## src/rtl/cache_fill_arbiter.sv

```systemverilog
// cache_fill_arbiter: arbitrates I/D cache misses onto one L2 burst and steers the returning beats; define FILL_ARB_RR_EN for round-robin ties
module cache_fill_arbiter #(
   parameter int B      = 64,
   parameter int ADDR_W = 32
) (
   input  logic              clk_i,
   input  logic              reset_n_i,
   input  logic              ic_miss_i,
   input  logic [ADDR_W-1:0] ic_addr_i,
   input  logic              dc_miss_i,
   input  logic [ADDR_W-1:0] dc_addr_i,
   output logic              l2_req_o,
   output logic [ADDR_W-1:0] l2_addr_o,
   input  logic              l2_ack_i,
   input  logic              l2_rvalid_i,
   input  logic [63:0]       l2_rdata_i,
   output logic              ic_repl_grant_o,
   output logic              dc_repl_grant_o,
   output logic [63:0]       rep_word_o,
   output logic              fill_done_o,
   output logic              busy_o
);
   localparam int BEATS = B / 8;
   localparam int CW = $clog2(BEATS);
   localparam logic [ADDR_W-1:0] MASK = ~ADDR_W'(B - 1);
   typedef enum logic [1:0] {IDLE, REQ, FILL, DONE} state_t;
   state_t state, state_nxt;
   logic owner;
   logic [ADDR_W-1:0] addr_q;
   logic [CW-1:0] cnt;
   logic tie_dc, pick_dc, last_beat;
`ifdef FILL_ARB_RR_EN
   // last_ic=0 after reset means the data cache owned last, so IC wins the first tie
   logic last_ic;
   always_ff @(posedge clk_i or negedge reset_n_i)
      if (!reset_n_i) last_ic <= 1'b0;
      else if (state == DONE) last_ic <= ~owner;
   assign tie_dc = last_ic;
`else
   assign tie_dc = 1'b0;
`endif
   assign pick_dc = dc_miss_i & (~ic_miss_i | tie_dc);
   assign last_beat = state == FILL && l2_rvalid_i && cnt == CW'(BEATS - 1);
   always_ff @(posedge clk_i or negedge reset_n_i)
      if (!reset_n_i) begin
         state  <= IDLE;
         owner  <= 1'b0;
         addr_q <= '0;
         cnt    <= '0;
      end else begin
         state <= state_nxt;
         if (state == IDLE && (ic_miss_i || dc_miss_i)) begin
            owner  <= pick_dc;
            addr_q <= (pick_dc ? dc_addr_i : ic_addr_i) & MASK;
         end
         if (state == REQ) cnt <= '0;
         else if (state == FILL && l2_rvalid_i) cnt <= cnt + CW'(1);
      end
   always_comb begin
      state_nxt = state;
      case (state)
         IDLE: state_nxt = (ic_miss_i || dc_miss_i) ? REQ : IDLE;
         REQ:  state_nxt = l2_ack_i ? FILL : REQ;
         FILL: state_nxt = last_beat ? DONE : FILL;
         DONE: state_nxt = IDLE;
         default: state_nxt = IDLE;
      endcase
      l2_req_o        = state == REQ;
      l2_addr_o       = state == REQ ? addr_q : '0;
      ic_repl_grant_o = state == FILL && !owner && l2_rvalid_i;
      dc_repl_grant_o = state == FILL && owner && l2_rvalid_i;
      rep_word_o      = state == FILL ? l2_rdata_i : '0;
      fill_done_o     = last_beat;
      busy_o          = state != IDLE;
   end
endmodule

```

## config.mk

```make
export PLATFORM = sky130hd
export DESIGN_NAME = cache_fill_arbiter
export DESIGN_NICKNAME = d
export VERILOG_FILES = /design/src/rtl/cache_fill_arbiter.sv
export SDC_FILE = /design/constraint.sdc
export NUM_CORES = 1
export LEC_CHECK = 0
export CAP_MARGIN = 0
export CELL_PAD_IN_SITES_DETAIL_PLACEMENT = 1
export CELL_PAD_IN_SITES_GLOBAL_PLACEMENT = 1
export CORE_UTILIZATION = 22
export CTS_CLUSTER_SIZE = 30
export DETAILED_ROUTE_END_ITERATION = 12
export GPL_ROUTABILITY_DRIVEN = 0
export PLACE_DENSITY_LB_ADDON = 0.12
export SYNTH_ARGS = -nofsm -noshare
export SYNTH_HDL_FRONTEND = slang
export SYNTH_SLANG_ARGS = --single-unit
```

## constraint.sdc

```tcl
create_clock -name clk_i -period 4.1 [get_ports clk_i]
set_input_delay 0.41 -clock clk_i [delete_from_list [all_inputs] [get_ports clk_i]]
set_output_delay 0.41 -clock clk_i [all_outputs]
set_load 0.02 [all_outputs]
```

# --- After elaboration in Yosys (flattened, before gate mapping) ---
# Index checks and enable logic that the tools add are counted.
word_totals:
  in_bits: 134
  reg_bits: 32
op_classes:
  n_mux: 9
  n_bitwise: 2
  addsub: 1
  n_eq_ne: 4
  reduce_logical: 12
ops:
  columns: ["cell", "count"]
  rows:
  - ["32-bit 2-to-1 mux", 2]
  - ["64-bit 2-to-1 mux", 1]
  - ["2-bit case mux with 4 select lines", 1]
  - ["1-bit logical AND", 7]
  - ["3-bit 2-to-1 mux", 2]
  - ["2-bit == test, second input constant", 2]
  - ["2-bit nonzero test", 2]
  - ["3-bit by 1-bit adder with 3-bit output, second input constant", 1]
  - ["3-bit == test, second input constant", 1]
  - ["2-bit by 1-bit == test with 1-bit output, second input constant", 1]
  - ["2-bit logical NOT", 1]
  - ["1-bit 2-to-1 mux", 2]
  - ["2-bit 2-to-1 mux", 1]
  - ["1-bit AND", 1]
  - ["1-bit logical NOT", 1]
  - ["1-bit logical OR", 1]
  - ["1-bit NOT", 1]

# --- Longest topological paths before layout ---
# Gate-level depths: netlist of run 1.
logic_depth:
  depth_word: 5
  depth_mapped: 6

# --- Worst setup path before layout of run 1 ---
# Ideal clock, no wire load.
synth_path:
  kind: "register to output"
  start: "register state[0]"
  end: "output port ic_repl_grant_o"
  slack_ns: 2.381
  stages_incl_launch_ff: 6
  t_arrival_ns: 1.309
  n_path_buf: 2
  required_ns: 3.690
  cell_sequence: "dfrtp_1 > buf_2 > and2b_1 > clkbuf_1 > nand2_1 > nor2_1"
synth_via:
  elab_chain_cells: 3
synth_lines:
  columns: ["item", "line_no", "source"]
  rows:
  - ["start, declared", "27", "state_t state, state_nxt;"]
  - ["start signal, assigned", "51", "state <= state_nxt;"]
  - ["2-bit == test", "70", "ic_repl_grant_o = state == FILL && !owner && l2_rvalid_i;"]
  - ["1-bit logical AND (2 in series)", "70", null]
  - ["end, declared", "17", "output logic ic_repl_grant_o,"]
# No other way between the ends.

# --- Worst setup path after layout of run 1 ---
layout_path:
  start: "register state[0]"
  end: "output port rep_word_o[45]"
layout_via:
  elab_chain_cells: 2
layout_lines:
  columns: ["item", "line_no", "source"]
  rows:
  - ["2-bit == test", "72", "rep_word_o = state == FILL ? l2_rdata_i : '0;"]
  - ["64-bit 2-to-1 mux", "72", null]
  - ["end, declared", "19", "output logic [63:0] rep_word_o,"]
# No other way between the ends.

==> summary.md, run 1 <==
| Metric | Value |
|---|---|
| Data arrival, critical path | 2.70 ns |
| Iter 0 DRT Violations | 42 |
| Syn avg cell area | 10.8 um^2 |
| Synthesis-to-finish area growth | 92.5% |
| GR Util All Layers | 14.3% |
| Crit. End Element | output pin |
| Sequential cell area fraction in the yosys report | 32.5% |
| DR pass1 iterations | 4 |
| Power per unit of standard cell area | 525 nW/um^2 |
| Placeable Area | 10,900 um^2 |
| Count of fill cells added during filler insertion | 1,214 |
| Wire per inst | 14.7 um |
| Series of cell instances along the critical path | and2b_1, buf_4, and2_1, clkdlybuf4s50_1 |
| Final TNS setup | 0 ns |
| Number of antenna-violating nets in the routed design | 0 |
| Count of unresolved DRC violations after routing | 0 |
| CP Max Fanout | 36 |
| Synthesized instance count | 228 |
| GRT Max-Usage Layer | met2 |
| Max-cap check violation count | 0 |
| Final critical-path share of the clock period | 75.7% |
| Outcome | finished, final reports clean |
| Worst r2r path cells | 3 |
| Instance count after placement with tap cells included | 569 |
| Largest buffer count on any clock path | 2 |
| Post-CTS setup-driven buffer insertion count | 0 |
| Vias in the first global route | 2,321 |
| Remaining global-route overflow | 0 |
| Number of warnings printed during yosys synthesis | 0 |
| Clock-pin slew on the worst setup and hold paths | 0.07 ns |
| Met1 track demand over resource | 16.5% |
| Area of the die | 11,600 um^2 |
| Worst voltage drop across the vdd grid | 0.182 mV |
| Crit Path Category | reg -> out |
| Average via count per standard cell | 4.06 |
| Later-pin clock latency in the skew report | 0.28 ns |
| Number of I/O pins | 235 |
| FF-to-FF Start | state[0] |
| Crit-path slowest cell | and2b_1 |
| Class of the worst hold path | in -> async |
| Number of buffers added by the clock tree synthesis step | 5 |
| Maximum number of pins on one net before global-route repair | 37 |
| Die Span Y | 108 um |
| Data required time at the worst endpoint | 3.69 ns |
| Die Wd | 108 um |
| Row count | 38 |
| Hold bufs inserted after CTS | 0 |
| Endpoint of the lowest-slack register-to-register path | addr_q[10] |
| CTS Root Buffer Type | clkbuf_8 |
| Antenna cells | 0 |
| RSZ-0062 raised after global routing | no |
| Largest stage delay on the critical path | 0.84 ns |
| Worst relative slew slack | 35.6% |
| Hold Slack | 0.217 ns |
| Post-CTS resize count | 0 |
| Global-route track usage on met3 | 3.57% |
| Number of different library cells in the post-synthesis netlist | 26 |
| Launch point of the worst path | state[0] |
| Wire length of the first global-routing pass | 12.7 mm |
| Initial antenna violation count | 0 |
| Sort of element at the start of the critical path | register |
| M2 GR Usage | 25.6% |
| Total standard cell area after synthesis | 2470 um^2 |
| Final Util | 43.6% |
| Final number of hold-violating endpoints | 0 |
| Transition at the pin with the smallest max-transition slack | 0.961 ns |
| Register-to-register setup slack | 2.17 ns |
| Port Buffers | 216 |
| Final worst clock skew | 0.00849 ns |
| Total routed wirelength | 8.46 mm |
| Count of pins over their slew limit | 0 |
| Fmax | 322 MHz |
| Setup-failing EPs final | 0 |
| Share of layout cells above drive strength 1 | 15.1% |
| Total via count in the routed design | 2,336 |
| Post-layout minimum cycle time | 3.11 ns |
| Number of storage elements in the synthesis netlist | 32 |
| Cell Count, Final, Fillers Out | 576 |
| CTS Sinks | 32 |
| Final nets | 572 |
| H-tree Lvls | 2 |
| Starting density of the core | 22.7% |
| DP HPWL | 6.87 mm |
| Critical path capture point | rep_word_o[45] |
| Static power due to leakage | 0.00201 uW |
| CTS tree | built |
-- metal layers --
metal,part of all wire [%],vias up
li1,-,1144
met1,40,1075
met2,51,105
met3,7.1,12
met4,2.0,0
met5,0,-
-- report_power, final --
part / internal (uW) / switching (uW) / total, uW
Sequential: 472 / 101 / 572
Combinational: 936 / 754 / 1690
Clock: 115 / 115 / 230
Total: 1520 / 969 / 2490
-- cell usage after synthesis (all sizes together) --
cell type  instances  area (um^2)
nand2b             2         12.5
a21o               1         7.51
and2b              1         7.51
nor2b              1         6.26
inv                2         7.51
a21oi              3         15.0
nand2              6         22.5
conb               1         3.75
a22o               3         26.3
mux2              52          736
buf               15          141
clkbuf             8         33.8
a211o              1         8.76
ha                 2         25.0
o21a               1         7.51
dfrtp             32          801
o21ai              3         15.0
and2              90          563
and3               2         12.5
nor2               2         15.0
-- layout make-up --
type	count	area, um^2	area share, %
Timing Repair Buffer	219	2180	45.9
Multi-Input combinational cell	176	1510	31.8
Sequential cell	32	801	16.9
Tap cell	140	175	3.69
Clock buffer	6	72.6	1.53
Inverter	2	7.51	0.158
Clock inverter	1	5.00	0.105
-- cell usage in the layout, fill, tap and decap left out, types with 2 or more instances in the layout --
cell type	netlist	layout
a21oi_1	3	3
a22o_1	3	3
and2_1	90	90
and3_1	2	2
buf_4	7	3
clkbuf_8	0	5
clkdlybuf4s50_1	0	215
conb_1	1	6
dfrtp_1	32	32
ha_1	2	2
inv_1	2	2
mux2_2	12	12
mux2_4	40	40
nand2_1	6	6
o21ai_0	3	3
-- flip-flops by register name (all words and copies together) (netlist names), named ones only --
name	cells
addr_q	26
cnt	3
owner	1
state	1
-- worst max-delay path, delay by kind of cell, from the launching register on --
family | cells | cell delay [ns]
AND/OR/NAND/NOR | 2 | 0.99
flip-flops | 1 | 0.48
buffers and inverters | 2 | 0.94
-- per-stage QoR --
step	power [uW]	area (um^2)	worst slack [ns]
floorplan	1560	2490	2.38
global placement	2270	4670	1.31
detailed placement	2300	4670	1.24
CTS	2540	4750	0.928
global route	2670	4750	0.755
finish	2490	4750	0.995
-- worst min-delay path by stage --
stage               startpoint                         end  slack (ns)  cells after the start
floorplan            reset_n_i  asynchronous set/reset pin        0.11                      0
global placement     addr_q[9]                   addr_q[9]        0.48                      1
detailed placement  addr_q[24]                  addr_q[24]        0.49                      1
CTS                  reset_n_i                  addr_q[12]        0.22                      1
global route         reset_n_i                       owner        0.27                      1
finish               reset_n_i                  addr_q[20]        0.22                      1
-- kinds of logic (layout without fill, tap and decap cells) --
family | Yosys count | in the layout | share of synthesized area [%]
AOI/OAI and AO/OA | 12 | 12 | 3.25
adders and majority gates | 2 | 2 | 1.01
buffers and inverters | 25 | 228 | 7.40
DFF | 32 | 32 | 32.5
muxes | 52 | 52 | 29.8
other | 1 | 6 | 0.152
and+or+nand+nor | 104 | 104 | 25.9
Note: power is estimated with default switching activity, not from simulation.
==> run 2: changes to the inputs <==
--- a/config.mk
+++ b/config.mk
@@ -8,7 +8,7 @@
 export CAP_MARGIN = 0
 export CELL_PAD_IN_SITES_DETAIL_PLACEMENT = 1
 export CELL_PAD_IN_SITES_GLOBAL_PLACEMENT = 1
-export CORE_UTILIZATION = 22
+export CORE_UTILIZATION = 21
 export CTS_CLUSTER_SIZE = 30
 export DETAILED_ROUTE_END_ITERATION = 12
 export GPL_ROUTABILITY_DRIVEN = 0
==> constraint.sdc (replaced) <==
create_clock -name clk_i -period 2.98 [get_ports clk_i]
set_input_delay 0.298 -clock clk_i [delete_from_list [all_inputs] [get_ports clk_i]]
set_output_delay 0.298 -clock clk_i [all_outputs]
set_load 0.02 [all_outputs]
==> summary.md, run 2 (synthesis gave the netlist of run 1 again) <==
| Metric | Value |
|---|---|
| Static power due to leakage | 0.00206 uW (+2.5%) |
| CP Max Fanout | 49 (+36%) |
| Crit-path slowest cell | clkdlybuf4s50_1 |
| CTS Sinks | 32 (unchanged) |
| RSZ-0062 raised after global routing | no |
| Wire per inst | 14.9 um (+1.7%) |
| Worst voltage drop across the vdd grid | 0.295 mV (+63%) |
| Data arrival, critical path | 2.20 ns (-0.50 ns) |
| Final TNS setup | 0 ns (unchanged) |
| Final std cell area, no fill | 4860 um^2 (+2.3%) |
| Switching part of the total | 37.0% (-1.9 points) |
| Number of buffer and inverter stages on the critical path | 2 (unchanged) |
| Count of unresolved DRC violations after routing | 0 (unchanged) |
| Cell Count, Final, Fillers Out | 581 (+0.87%) |
| Setup-failing EPs final | 0 (unchanged) |
| Flip-flop and latch area | 801 um^2 (unchanged) |
| Vias in the first global route | 2,252 (-3.0%) |
| Register-to-register setup slack | 1.02 ns (-1.15 ns) |
| Remaining global-route overflow | 0 (unchanged) |
| GR Util All Layers | 14.0% (-0.32 points) |
| Maximum number of pins on one net before global-route repair | 50 (+35%) |
| Transition at the pin with the smallest max-transition slack | 0.887 ns (-0.0741 ns) |
| CTS tree | built |
| H-tree Lvls | 2 (unchanged) |
| Total routed wirelength | 8.68 mm (+2.6%) |
| Fmax | 400 MHz |
| Wire length of the first global-routing pass | 12.8 mm (+0.39%) |
| Seq pwr share | 21.4% (-1.6 points) |
| Max-cap check violation count | 0 (unchanged) |
| Share of layout cells above drive strength 1 | 15.5% (+0.39 points) |
| Class of the worst hold path | in -> async |
| Final nets | 573 (+0.17%) |
| Net switching component of the power | 1370 uW (+41%) |
| Number of antenna-violating nets in the routed design | 0 (unchanged) |
| Total via count in the routed design | 2,335 (-0.043%) |
| Final number of hold-violating endpoints | 0 (unchanged) |
| Instance count after placement with tap cells included | 573 (+0.70%) |
| Area after detailed placement | 4700 um^2 (+0.51%) |
| Row count | 39 (+2.6%) |
| Synthesis-to-finish area growth | 97.0% |
| Crit Path Category | reg -> out |
| Data required time at the worst endpoint | 2.68 ns (-1.01 ns) |
| Area of the die | 12,200 um^2 (+4.7%) |
| Series of cell instances along the critical path | and2b_1, buf_4, and3_1, clkdlybuf4s50_1 |
| DR pass1 iterations | 3 (-1) |
| Number of buffers added by the clock tree synthesis step | 5 (unchanged) |
| CTS Root Buffer Type | clkbuf_16 |
| Count of fill cells added during filler insertion | 1,260 (+3.8%) |
| Power per unit of standard cell area | 762 nW/um^2 (+45%) |
| Antenna cells | 0 (unchanged) |
| Die Span Y | 110 um (+2.3%) |
| Commonest non-fill, non-tap cells in the layout | clkdlybuf4s50_1, and2_1, mux2_4, dfrtp_1, mux2_2 |
| Final worst clock skew | 0.00385 ns (-0.00464 ns) |
| DP HPWL | 7.02 mm (+2.2%) |
| Largest reg by FF count | addr_q |
| Registers with the highest flip-flop counts | addr_q: 26 flops, cnt: 3 flops |
| Starting density of the core | 21.6% (-1.1 points) |
| Largest buffer count on any clock path | 2 (unchanged) |
| Die Wd | 110 um (+2.3%) |
| Final critical-path share of the clock period | 83.9% |
| Flip-flop count of the largest register after layout | 26 (unchanged) |
| Worst relative slew slack | 40.8% (+5.2 points) |
| Placeable Area | 11,400 um^2 (+4.9%) |
| Initial antenna violation count | 0 (unchanged) |
| Number of I/O pins | 235 (unchanged) |
| Port Buffers | 216 (unchanged) |
| Crit. End Element | output pin |
| Post-CTS setup-driven buffer insertion count | 0 (unchanged) |
| Most common cell after layout, fill and taps aside | clkdlybuf4s50_1 |
| Clock-pin slew on the worst setup and hold paths | 0.05 ns (-0.02 ns) |
| Setup Slack @ Placement | 0.741 ns (-0.503 ns) |
| Average via count per standard cell | 4.02 (-0.90%) |
| Multi-input logic area | 1510 um^2 (unchanged) |
| Iter 0 DRT Violations | 33 (-21%) |
| Cell type group with the largest total delay on the critical path | buffers and inverters |
| Share of total power in combinational logic | 63.2% (-4.6 points) |
| Outcome | finished, final reports clean |
| Later-pin clock latency in the skew report | 0.27 ns (about the same) |
| Post-CTS resize count | 0 (unchanged) |
| Sort of element at the start of the critical path | register |
| Share of power burned in the clock network | 15.4% (+6.2 points) |
| Hold bufs inserted after CTS | 0 (unchanged) |
| Worst Setup Slack, final | 0.480 ns (-0.514 ns) |
| Largest stage delay on the critical path | 0.63 ns (-0.21 ns) |
| Post-layout minimum cycle time | 2.50 ns |
| Count of pins over their slew limit | 0 (unchanged) |
| Power Internal | 2330 uW (+53%) |
[run 2: cell count changes in the layout (fill, tap and decap cells not counted)]
cell / before / now
buf_12: 0 / 1
clkbuf_8: 5 / 0
clkbuf_16: 0 / 5
bufinv_16: 0 / 1
[run 2: worst register-to-register path: stages, from the launching register on]
cell and delay [ns]:
dfrtp_1 0.49, nor2_4 0.19, o21a_2 0.74, mux2_2 0.43
[run 2: routing by layer]
layer / routed length [um] / GRT usage [%]
met5: 0 / 0
met4: 71 / 3.10
met3: 566 / 3.12
met2: 4710 / 26.1
met1: 3330 / 16.1
[run 2: worst paths after layout]
| check | from | to | cells after the start |
|---|---|---|---|
| max | state[0] | dc_repl_grant_o | 4 |
| min | reset_n_i | addr_q[25] | 1 |
| max reg2reg | state[0] | addr_q[9] | 3 |
| min reg2reg | addr_q[28] | addr_q[28] | 1 |
| max in group asynchronous | reset_n_i | addr_q[9] | 1 |
| min in group clk_i | addr_q[28] | addr_q[28] | 1 |
[run 2: cell type report]
type,instances,share of cell area [%]
Clock buffer,6,2.65
Inverter,2,0.154
Multi-Input combinational cell,176,31.1
Sequential cell,32,16.5
Timing Repair Buffer,220,45.3
Clock inverter,2,0.721
Tap cell,143,3.68
[run 2: stage by stage]
stage	utilization, %	hold WS [ns]	total power [uW]
after floorplan	-	0.00241	2150
after global placement	41.1	0.427	3130
after detailed placement	41.1	0.416	3170
after CTS	42.6	0.122	3770
after global routing	42.6	0.157	3950
final	42.6	0.0941	3700
[run 2: power by group through the flow]
stage | Clock [uW] | Sequential [uW] | Combinational (uW)
global placement | 0 | 780 | 2350
floorplan | 0 | 733 | 1420
finish | 571 | 791 | 2340
CTS | 591 | 792 | 2390
global route | 606 | 823 | 2520
detailed placement | 0 | 792 | 2380
==> run 3: changes to the inputs <==
--- a/config.mk
+++ b/config.mk
@@ -8,7 +8,7 @@
 export CAP_MARGIN = 0
 export CELL_PAD_IN_SITES_DETAIL_PLACEMENT = 1
 export CELL_PAD_IN_SITES_GLOBAL_PLACEMENT = 1
-export CORE_UTILIZATION = 21
+export CORE_UTILIZATION = 19
 export CTS_CLUSTER_SIZE = 30
 export DETAILED_ROUTE_END_ITERATION = 12
 export GPL_ROUTABILITY_DRIVEN = 0
==> constraint.sdc (replaced) <==
create_clock -name clk_i -period 2.2 [get_ports clk_i]
set_input_delay 0.22 -clock clk_i [delete_from_list [all_inputs] [get_ports clk_i]]
set_output_delay 0.22 -clock clk_i [all_outputs]
set_load 0.02 [all_outputs]
==> summary.md, run 3 (synthesis gave the netlist of run 1 again) <==
| Metric | Value |
|---|---|
| Outcome | finished, final reports clean |
| Share of total power in combinational logic | 63.3% (about the same) |
| Later-pin clock latency in the skew report | 0.27 ns (about the same) |
| Transition at the pin with the smallest max-transition slack | 0.787 ns (-0.101 ns) |
| Count of fill cells added during filler insertion | 1,444 (+15%) |
| Total via count in the routed design | 2,355 (+0.86%) |
| Crit. End Element | output pin |
| Wire per inst | 14.6 um (-2.0%) |
| Largest reg by FF count | addr_q |
| Iter 0 DRT Violations | 49 (+48%) |
| Share of power burned in the clock network | 16.6% (+1.2 points) |
| Initial antenna violation count | 0 (unchanged) |
| Largest buffer count on any clock path | 2 (unchanged) |
| Synthesis-to-finish area growth | 106% |
| Number of buffers added by the clock tree synthesis step | 5 (unchanged) |
| DR pass1 iterations | 3 (unchanged) |
| Remaining global-route overflow | 0 (unchanged) |
| Count of pins over their slew limit | 0 (unchanged) |
| Crit Path Category | reg -> out |
| Worst voltage drop across the vdd grid | 0.348 mV (+18%) |
| Area of the die | 13,400 um^2 (+10%) |
| Share of layout cells above drive strength 1 | 16.7% (+1.2 points) |
| Setup-failing EPs final | 0 (unchanged) |
| CTS Sinks | 32 (unchanged) |
| CTS tree | built |
| Post-layout total power | 5140 uW (+39%) |
| Worst relative slew slack | 47.6% (+6.7 points) |
| Net switching component of the power | 1890 uW (+38%) |
| Row count | 41 (+5.1%) |
| Fmax | 471 MHz |
| Power Internal | 3250 uW (+40%) |
| Average via count per standard cell | 3.83 (-4.7%) |
| Final critical-path share of the clock period | 96.5% |
| DP HPWL | 7.27 mm (+3.6%) |
| H-tree Lvls | 2 (unchanged) |
| Commonest non-fill, non-tap cells in the layout | clkdlybuf4s50_1, and2_1, dlymetal6s2s_1, mux2_4, dfrtp_1 |
| Final TNS setup | 0 ns (unchanged) |
| Flip-flop count of the largest register after layout | 26 (unchanged) |
| Multi-input logic area | 1510 um^2 (unchanged) |
| Most common cell after layout, fill and taps aside | clkdlybuf4s50_1 |
| GR Util All Layers | 13.0% (-1.0 points) |
| Maximum number of pins on one net before global-route repair | 62 (+24%) |
| Seq pwr share | 20.1% (-1.3 points) |
| Final worst clock skew | 0.00242 ns (-0.00143 ns) |
| Static power due to leakage | 0.00279 uW (+36%) |
| Vias in the first global route | 2,332 (+3.6%) |
| Switching part of the total | 36.7% (-0.30 points) |
| Final Util | 40.3% (-2.3 points) |
| Data required time at the worst endpoint | 1.98 ns (-0.70 ns) |
| Wire length of the first global-routing pass | 13.1 mm (+2.9%) |
| Hold bufs inserted after CTS | 0 (unchanged) |
| Starting density of the core | 19.6% (-2.1 points) |
| Count of unresolved DRC violations after routing | 0 (unchanged) |
| Placeable Area | 12,600 um^2 (+11%) |
| Number of antenna-violating nets in the routed design | 0 (unchanged) |
| Total routed wirelength | 9.01 mm (+3.8%) |
| Number of I/O pins | 235 (unchanged) |
| Final number of hold-violating endpoints | 0 (unchanged) |
| CP Max Fanout | 61 (+24%) |
| Post-CTS setup-driven buffer insertion count | 0 (unchanged) |
| Data arrival, critical path | 1.90 ns (-0.30 ns) |
| Registers with the highest flip-flop counts | addr_q: 26 flops, cnt: 3 flops |
| Max-cap check violation count | 0 (unchanged) |
| Port Buffers | 216 (unchanged) |
| Sort of element at the start of the critical path | register |
| Die Span Y | 116 um (+5.0%) |
| Post-layout minimum cycle time | 2.12 ns |
| Power per unit of standard cell area | 1010 nW/um^2 (+33%) |
| Flip-flop and latch area | 801 um^2 (unchanged) |
| Clock-pin slew on the worst setup and hold paths | 0.05 ns (about the same) |
| CTS Root Buffer Type | clkbuf_16 |
| Die Wd | 116 um (+5.0%) |
| Final nets | 578 (+0.87%) |
| Class of the worst hold path | in -> async |
| Antenna cells | 0 (unchanged) |
run 3: cell count changes in the layout (fill, tap and decap cells not counted), sizes merged:
cell | previous run | this run
buf | 5 | 10
clkbuf | 6 | 7
clkdlybuf4s50 | 215 | 173
clkinv | 1 | 0
dlymetal6s2s | 0 | 42
run 3: what timing repair did:
action	4_1_cts	5_1_grt
endpoints found under the setup margin	0	42
hold endpoints to repair	0	0
resized for setup	0	42
run 3: final cells by class:
class	count	area share (%)
Clock inverter	1	0.591
Inverter	2	0.148
Sequential cell	32	15.8
Clock buffer	7	3.00
Tap cell	172	4.23
Timing Repair Buffer	225	46.6
Multi-Input combinational cell	176	29.7
run 3: worst max-delay path, stage by stage, from the launching register on:
cell	delay, ns
dfrtp_1	0.37
and2b_1	0.25
buf_12	0.22
and2_1	0.16
clkdlybuf4s50_1	0.62
run 3: worst paths after layout:
kind	start	slack, ns	depth (start not counted)	to
worst max-delay path	state[0]	0.08	4	rep_word_o[32]
worst min-delay path	reset_n_i	0.02	1	addr_q[27]
min in group clk_i	addr_q[8]	0.50	1	addr_q[8]
max in group asynchronous	reset_n_i	1.67	1	cnt[1]
worst max register to register	register	0.61	5	addr_q[9]
worst min register to register	addr_q[8]	0.50	1	addr_q[8]
run 3: power groups by stage:
stage,Sequential (uW),Clock (uW),Combinational [uW]
finish,1030,855,3250
global route,1080,911,3500
CTS,1040,882,3380
detailed placement,1040,0,3370
global placement,1030,0,3330
floorplan,993,0,1920
run 3: routing by layer:
layer / GRT usage [%] / share of wire (%) / vias to the layer above
met5: 0 / 0 / -
met1: 14.2 / 38 / 1099
met3: 3.87 / 8.4 / 2
met2: 24.6 / 53 / 101
li1: - / - / 1153
met4: 2.56 / 0.44 / 0
run 3: stage by stage:
| step | area [um^2] | setup slack [ns] | std cells | hold WS (ns) |
|---|---|---|---|---|
| 3_3_place_gp | 4790 | 0.262 | 607 | 0.345 |
| 3_5_place_dp | 4790 | 0.274 | 607 | 0.349 |
| 4_1_cts | 4980 | 0.00724 | 615 | 0.0616 |
| 6_report | 5080 | 0.0771 | 615 | 0.0201 |
| 5_1_grt | 5080 | -0.0169 | 615 | 0.0837 |
| 2_1_floorplan | 2490 | 0.671 | 233 | -0.0756 |
